==> config.mk <==
export PLATFORM = sky130hd
export DESIGN_NAME = sigma_delta_decimator_flat
export DESIGN_NICKNAME = d
export VERILOG_FILES = /design/src/rtl/sigma_delta_decimator_if.sv /design/src/rtl/sigma_delta_decimator.sv /design/src/flat_wrapper.sv
export SDC_FILE = /design/constraint.sdc
export NUM_CORES = 1
export LEC_CHECK = 0
export ABC_AREA = 1
export BUFFER_PORTS_ARGS = -buffer_cell sky130_fd_sc_hd__buf_2
export CAP_MARGIN = 25
export CORE_UTILIZATION = 33
export DETAILED_ROUTE_END_ITERATION = 12
export GPL_ROUTABILITY_DRIVEN = 0
export HOLD_SLACK_MARGIN = 0.03
export PLACE_DENSITY = 0.54
export SYNTH_ARGS = -nofsm -noshare
export SYNTH_HDL_FRONTEND = slang
export SYNTH_SLANG_ARGS = --single-unit
==> constraint.sdc <==
create_clock -name clk -period 9.9 [get_ports clk]
set_clock_uncertainty 0.05 [all_clocks]
set_input_delay 1.485 -clock clk [delete_from_list [all_inputs] [get_ports clk]]
set_output_delay 1.485 -clock clk [all_outputs]
set_load 0.05 [all_outputs]
==> src/rtl/sigma_delta_decimator_if.sv <==
// sigma_delta_decimator_if: bitstream input and decimated sample handshake for sigma_delta_decimator.
interface sigma_delta_decimator_if #(parameter int BW = 16);
    logic          bit_i;
    logic          bit_en_i;
    logic [BW-1:0] sample_o;
    logic          sample_valid_o;
    logic          sample_ready_i;
    logic          overrun_o;
    modport master (output bit_i, bit_en_i, sample_ready_i, input sample_o, sample_valid_o, overrun_o);
    modport slave  (input bit_i, bit_en_i, sample_ready_i, output sample_o, sample_valid_o, overrun_o);
endinterface

==> src/rtl/sigma_delta_decimator.sv <==
// sigma_delta_decimator: 3rd-order CIC decimator (ratio 2^LOG2R) with a valid/ready sample register.
// Define SIGMA_DELTA_DECIM_ROUND_EN to round half up before the output shift instead of truncating.
module sigma_delta_decimator #(
    parameter int BW    = 16,
    parameter int LOG2R = 6
) (
    input logic clk,
    input logic rst_n,
    sigma_delta_decimator_if.slave io
);
    localparam int W = 3*LOG2R + 2;
    localparam int S = 3*LOG2R - (BW-1);
`ifdef SIGMA_DELTA_DECIM_ROUND_EN
    localparam logic signed [W:0] RND = (W+1)'((2**S)/2);
`else
    localparam logic signed [W:0] RND = '0;
`endif
    localparam logic signed [W:0] MAXV = (W+1)'(2**(BW-1) - 1);
    localparam logic signed [W:0] MINV = -MAXV - 1;
    logic signed [W-1:0] i1, i2, i3, d1, d2, d3, c1, c2, c3, x;
    logic signed [W:0]   ext, sh;
    logic [BW-1:0]       sat;
    logic [LOG2R-1:0]    phase;
    logic                dec;
    assign x = io.bit_i ? W'(1) : '1;
    // Integrators wrap freely; the comb differences stay exact because the true result fits in W bits.
    always_comb begin
        c1  = i3 - d1;
        c2  = c1 - d2;
        c3  = c2 - d3;
        ext = $signed({c3[W-1], c3}) + RND;
        sh  = ext >>> S;
        sat = (sh > MAXV) ? MAXV[BW-1:0] : (sh < MINV) ? MINV[BW-1:0] : sh[BW-1:0];
    end
    always_ff @(posedge clk or negedge rst_n) begin
        if (!rst_n) begin
            i1 <= '0;
            i2 <= '0;
            i3 <= '0;
            d1 <= '0;
            d2 <= '0;
            d3 <= '0;
            phase <= '0;
            dec <= 1'b0;
            io.sample_o <= '0;
            io.sample_valid_o <= 1'b0;
            io.overrun_o <= 1'b0;
        end else begin
            if (io.bit_en_i) begin
                i1 <= i1 + x;
                i2 <= i2 + i1;
                i3 <= i3 + i2;
                phase <= phase + 1'b1;
            end
            dec <= io.bit_en_i & (&phase);
            if (dec) begin
                d1 <= i3;
                d2 <= c1;
                d3 <= c2;
                io.sample_o <= sat;
            end
            io.sample_valid_o <= dec | (io.sample_valid_o & ~io.sample_ready_i);
            io.overrun_o <= dec & io.sample_valid_o & ~io.sample_ready_i;
        end
    end
endmodule

==> src/flat_wrapper.sv <==
// flat-port wrapper written by rule: the top's interface ports become plain ports
module sigma_delta_decimator_flat 
#(
    parameter int BW    = 16,
    parameter int LOG2R = 6
)
  (clk, rst_n, io_bit_i, io_bit_en_i, io_sample_ready_i, io_sample_o, io_sample_valid_o, io_overrun_o);
  sigma_delta_decimator_if #(.BW(BW)) io_i ();
  input logic clk;
  input logic rst_n;
  input wire logic [$bits(io_i.bit_i)-1:0] io_bit_i;
  input wire logic [$bits(io_i.bit_en_i)-1:0] io_bit_en_i;
  input wire logic [$bits(io_i.sample_ready_i)-1:0] io_sample_ready_i;
  output wire logic [$bits(io_i.sample_o)-1:0] io_sample_o;
  output wire logic [$bits(io_i.sample_valid_o)-1:0] io_sample_valid_o;
  output wire logic [$bits(io_i.overrun_o)-1:0] io_overrun_o;
  assign io_i.bit_i = io_bit_i;
  assign io_i.bit_en_i = io_bit_en_i;
  assign io_i.sample_ready_i = io_sample_ready_i;
  assign io_sample_o = io_i.sample_o;
  assign io_sample_valid_o = io_i.sample_valid_o;
  assign io_overrun_o = io_i.overrun_o;
  sigma_delta_decimator #(.BW(BW), .LOG2R(LOG2R)) u_core (.clk(clk), .rst_n(rst_n), .io(io_i));
endmodule
==> results.py <==
metrics = {
    "synth": {
        "async_flop_share": 1.00,
        "yosys_most_used_dff": "dfrtp_1",
        "synth.distinct_cells": 39,
        "synth_top_cell_area_share": 0.333,
        "yosysTopAreaCell": "dfrtp_1",
        "synth_warnings": 0,
        "yosysSeqAreaShare": 0.333,
        "synth_xor_area_frac": 0.0683,
        "synth_edf_count": 0,
        "avgSynthCellArea_um2": 7.57,
        "syn_area_um2": 10900,
        "synthAdderAreaFrac": 0.139,
        "syn-instance-count": 1439,
        "synth_mux_area_frac": 0,
        "synth_fp_nets": 1562,
        "ys_ff_latch": 145,
        "synthSimpleGateAreaFrac": 0.212,
        "synth_compound_area_frac": 0.182,
        "yosys-top-cells-area": "dfrtp_1 (33%), ha_1 (13%), nand2_1 (12%), o21ai_0 (6.8%), a21oi_1 (5.5%)",
        "synth_top_family_by_area": "simple AND/OR/NAND/NOR gates",
    },
    "min_path": {
        "hold_class": "flip-flop to flip-flop",
        "hold_depth": 2,
        "hold_start": "u_core.d2[4]$_DFFE_PN0P_",
        "holdPathEnd": "u_core.d2[4]$_DFFE_PN0P_",
    },
    "sta": {
        "drv_slew": 0,
        "setup_tns_ns": 0,
        "relSlewSlack": 0.442,
        "fin_crit_sh": 0.542,
        "max_slew.worst_pin.slew_ns": 0.837,
        "setup_viol": 0,
        "max_freq_mhz": 186,
        "hold_violations": 0,
        "fin_crit_ns": 5.37,
        "rsz0062_at_grt": "false",
    },
    "clock_tree": {
        "cts.repair.resized": 0,
        "cts_buffer_depth": 2,
        "clkLatencyLatePin_ns": 0.42,
        "cts_tree": "built",
        "root_buffer": "clkbuf_16",
        "cts_setup_buffers": 0,
        "htree_levels": 4,
        "clkSinkCount": 145,
        "hold_buffers": 0,
        "clk_pin_slew_worst_paths_ns": 0.07,
        "cts_buffers": 17,
    },
    "detailed_routing": {
        "first_pass_iters": 6,
        "vias_per_cell": 4.90,
        "drt_iter0_drc": 430,
        "antenna_left": 0,
        "totalWireLength_um": 25600,
        "drc_errors": 0,
        "vias": 9356,
        "post_drt_wl_per_cell_um": 13.4,
    },
    "setup_path": {
        "path_class": "flip-flop to flip-flop",
        "reg2reg_to": "u_core.io.sample_o[1]$_DFFE_PN0P_",
        "critPathLaunch": "u_core.i3[0]$_DFFE_PN0P_",
        "r2r_slack_ns": 4.53,
        "cpPeakStageDelay_ns": 0.52,
        "critPathMaxFanout": 15,
        "cp.required_ns": 10.15,
        "crit_path_end_kind": "flip-flop",
        "critPathLaunchType": "flip-flop",
        "cp_common_cell": "nand2_1",
        "reg2regPathDepth": 30,
        "reg2reg_from": "u_core.i3[0]$_DFFE_PN0P_",
        "crit_arrival_ns": 5.61,
        "crit_slowest_cell": "fa_1",
    },
    "finish": {
        "fill_cells": 3460,
        "nNetsFinal": 1577,
        "layout_common_cells": "nand2_1 (345), inv_1 (153), o21ai_0 (149)",
        "layout-drive-gt1-share": 0.0620,
        "area_delta_synth_final_pct": 11.6,
        "utilization": 0.374,
        "layout_commonest_cell": "nand2_1",
        "insertedDiodeCount": 0,
    },
    "global_route": {
        "grt-ovfl-total": 0,
        "grt_usage": 0.160,
        "grt_pass1_vias": 9283,
        "grt_pass1_wl_um": 43700,
        "grt_max_degree": 86,
        "grt_antenna_before_repair": 0,
    },
    "floorplan": {
        "fp.dieH_um": 184,
        "start_util": 0.335,
        "die_x_um": 184,
        "core_area_um2": 32500,
        "fp-row-count": 66,
        "ioPinCount": 23,
        "die-area_um2": 33800,
    },
    "status": {
        "outcome": "completed",
    },
    "place": {
        "hpwl_um": 19700,
        "io_buffers": 22,
    },
    "run": {
        "drv_cap": 0,
    },
}
## critical path, delay by kind of cell, from the launching register on
family,cells,cell delay [ns]
adders and majority gates,4,1.36
DFF,1,0.38
xor gates and xnor gates,2,0.44
AOI/OAI and AO/OA,7,1.28
and+or+nand+nor,13,1.40
buffers and inverters,4,0.31
## synth_stat cells, types with 10 or more instances
| cell | number |
|---|---|
| ha_1 | 113 |
| dfrtp_1 | 145 |
| a21oi_2 | 13 |
| clkbuf_1 | 28 |
| nand2_1 | 345 |
| o211ai_1 | 14 |
| a31oi_1 | 27 |
| xnor2_1 | 36 |
| o21ai_0 | 149 |
| inv_1 | 153 |
| a21oi_1 | 119 |
| nor3_1 | 10 |
| nor2_1 | 82 |
| nand3_1 | 56 |
| nand4_1 | 21 |
| xor2_1 | 49 |
## cell families (layout without fill, tap and decap cells)
kind of cell | after synthesis | in the layout
AOI/OAI and AO/OA | 358 | 358
xor gates and xnor gates | 85 | 85
adders and majority gates | 118 | 118
buffers and inverters | 185 | 213
DFF | 145 | 145
and+or+nand+nor | 548 | 548
## layout make-up
cell class                 count  area (um2)  area share
tap                          442         553      0.0455
inverter                     155         582      0.0479
multi-input combinational   1109        6560       0.540
timing repair buffer          26         146      0.0120
sequential                   145        3630       0.299
clock inverter                11         223      0.0183
clock buffer                  21         460      0.0379
## state kept, by name (all words and copies together), names as in the netlist
register	flops
u_core.d1	20
u_core.d2	20
u_core.d3	20
u_core.dec	1
u_core.i1	20
u_core.i2	20
u_core.i3	20
u_core.io.overrun_o	1
u_core.io.sample_o	16
u_core.io.sample_valid_o	1
u_core.phase	6
## routing by layer
| layer | GRT usage | vias to the layer above | routed length [um] |
|---|---|---|---|
| li1 | - | 4893 | - |
| met1 | 0.191 | 4330 | 11600 |
| met2 | 0.292 | 99 | 13000 |
| met3 | 0.0212 | 34 | 509 |
| met4 | 0.0563 | 0 | 533 |
| met5 | 0 | - | 0 |
## per-stage QoR
stage | setup slack (ns) | cell area (um2) | hold slack (ns) | instances
6_report | 4.53 | 12200 | 0.442 | 1909
5_1_grt | 3.86 | 12200 | 0.466 | 1909
4_1_cts | 4.46 | 12200 | 0.441 | 1909
3_5_place_dp | 4.46 | 11500 | 0.425 | 1877
3_3_place_gp | 4.53 | 11500 | 0.417 | 1877
2_1_floorplan | 5.33 | 10900 | 0.403 | 1439
## worst max path at each step
stage                                                    end  slack [ns]  cells after the start
after floorplan           u_core.io.sample_o[10]$_DFFE_PN0P_        5.33                     31
after global placement    u_core.io.sample_o[14]$_DFFE_PN0P_        4.53                     26
after detailed placement   u_core.io.sample_o[3]$_DFFE_PN0P_        4.46                     26
after CTS                 u_core.io.sample_o[14]$_DFFE_PN0P_        4.46                     26
after global routing       u_core.io.sample_o[0]$_DFFE_PN0P_        3.86                     30
final                      u_core.io.sample_o[1]$_DFFE_PN0P_        4.53                     30
Power is not shown: default switching activity piles up to over one toggle a cycle in this logic, so the estimate is an artifact.
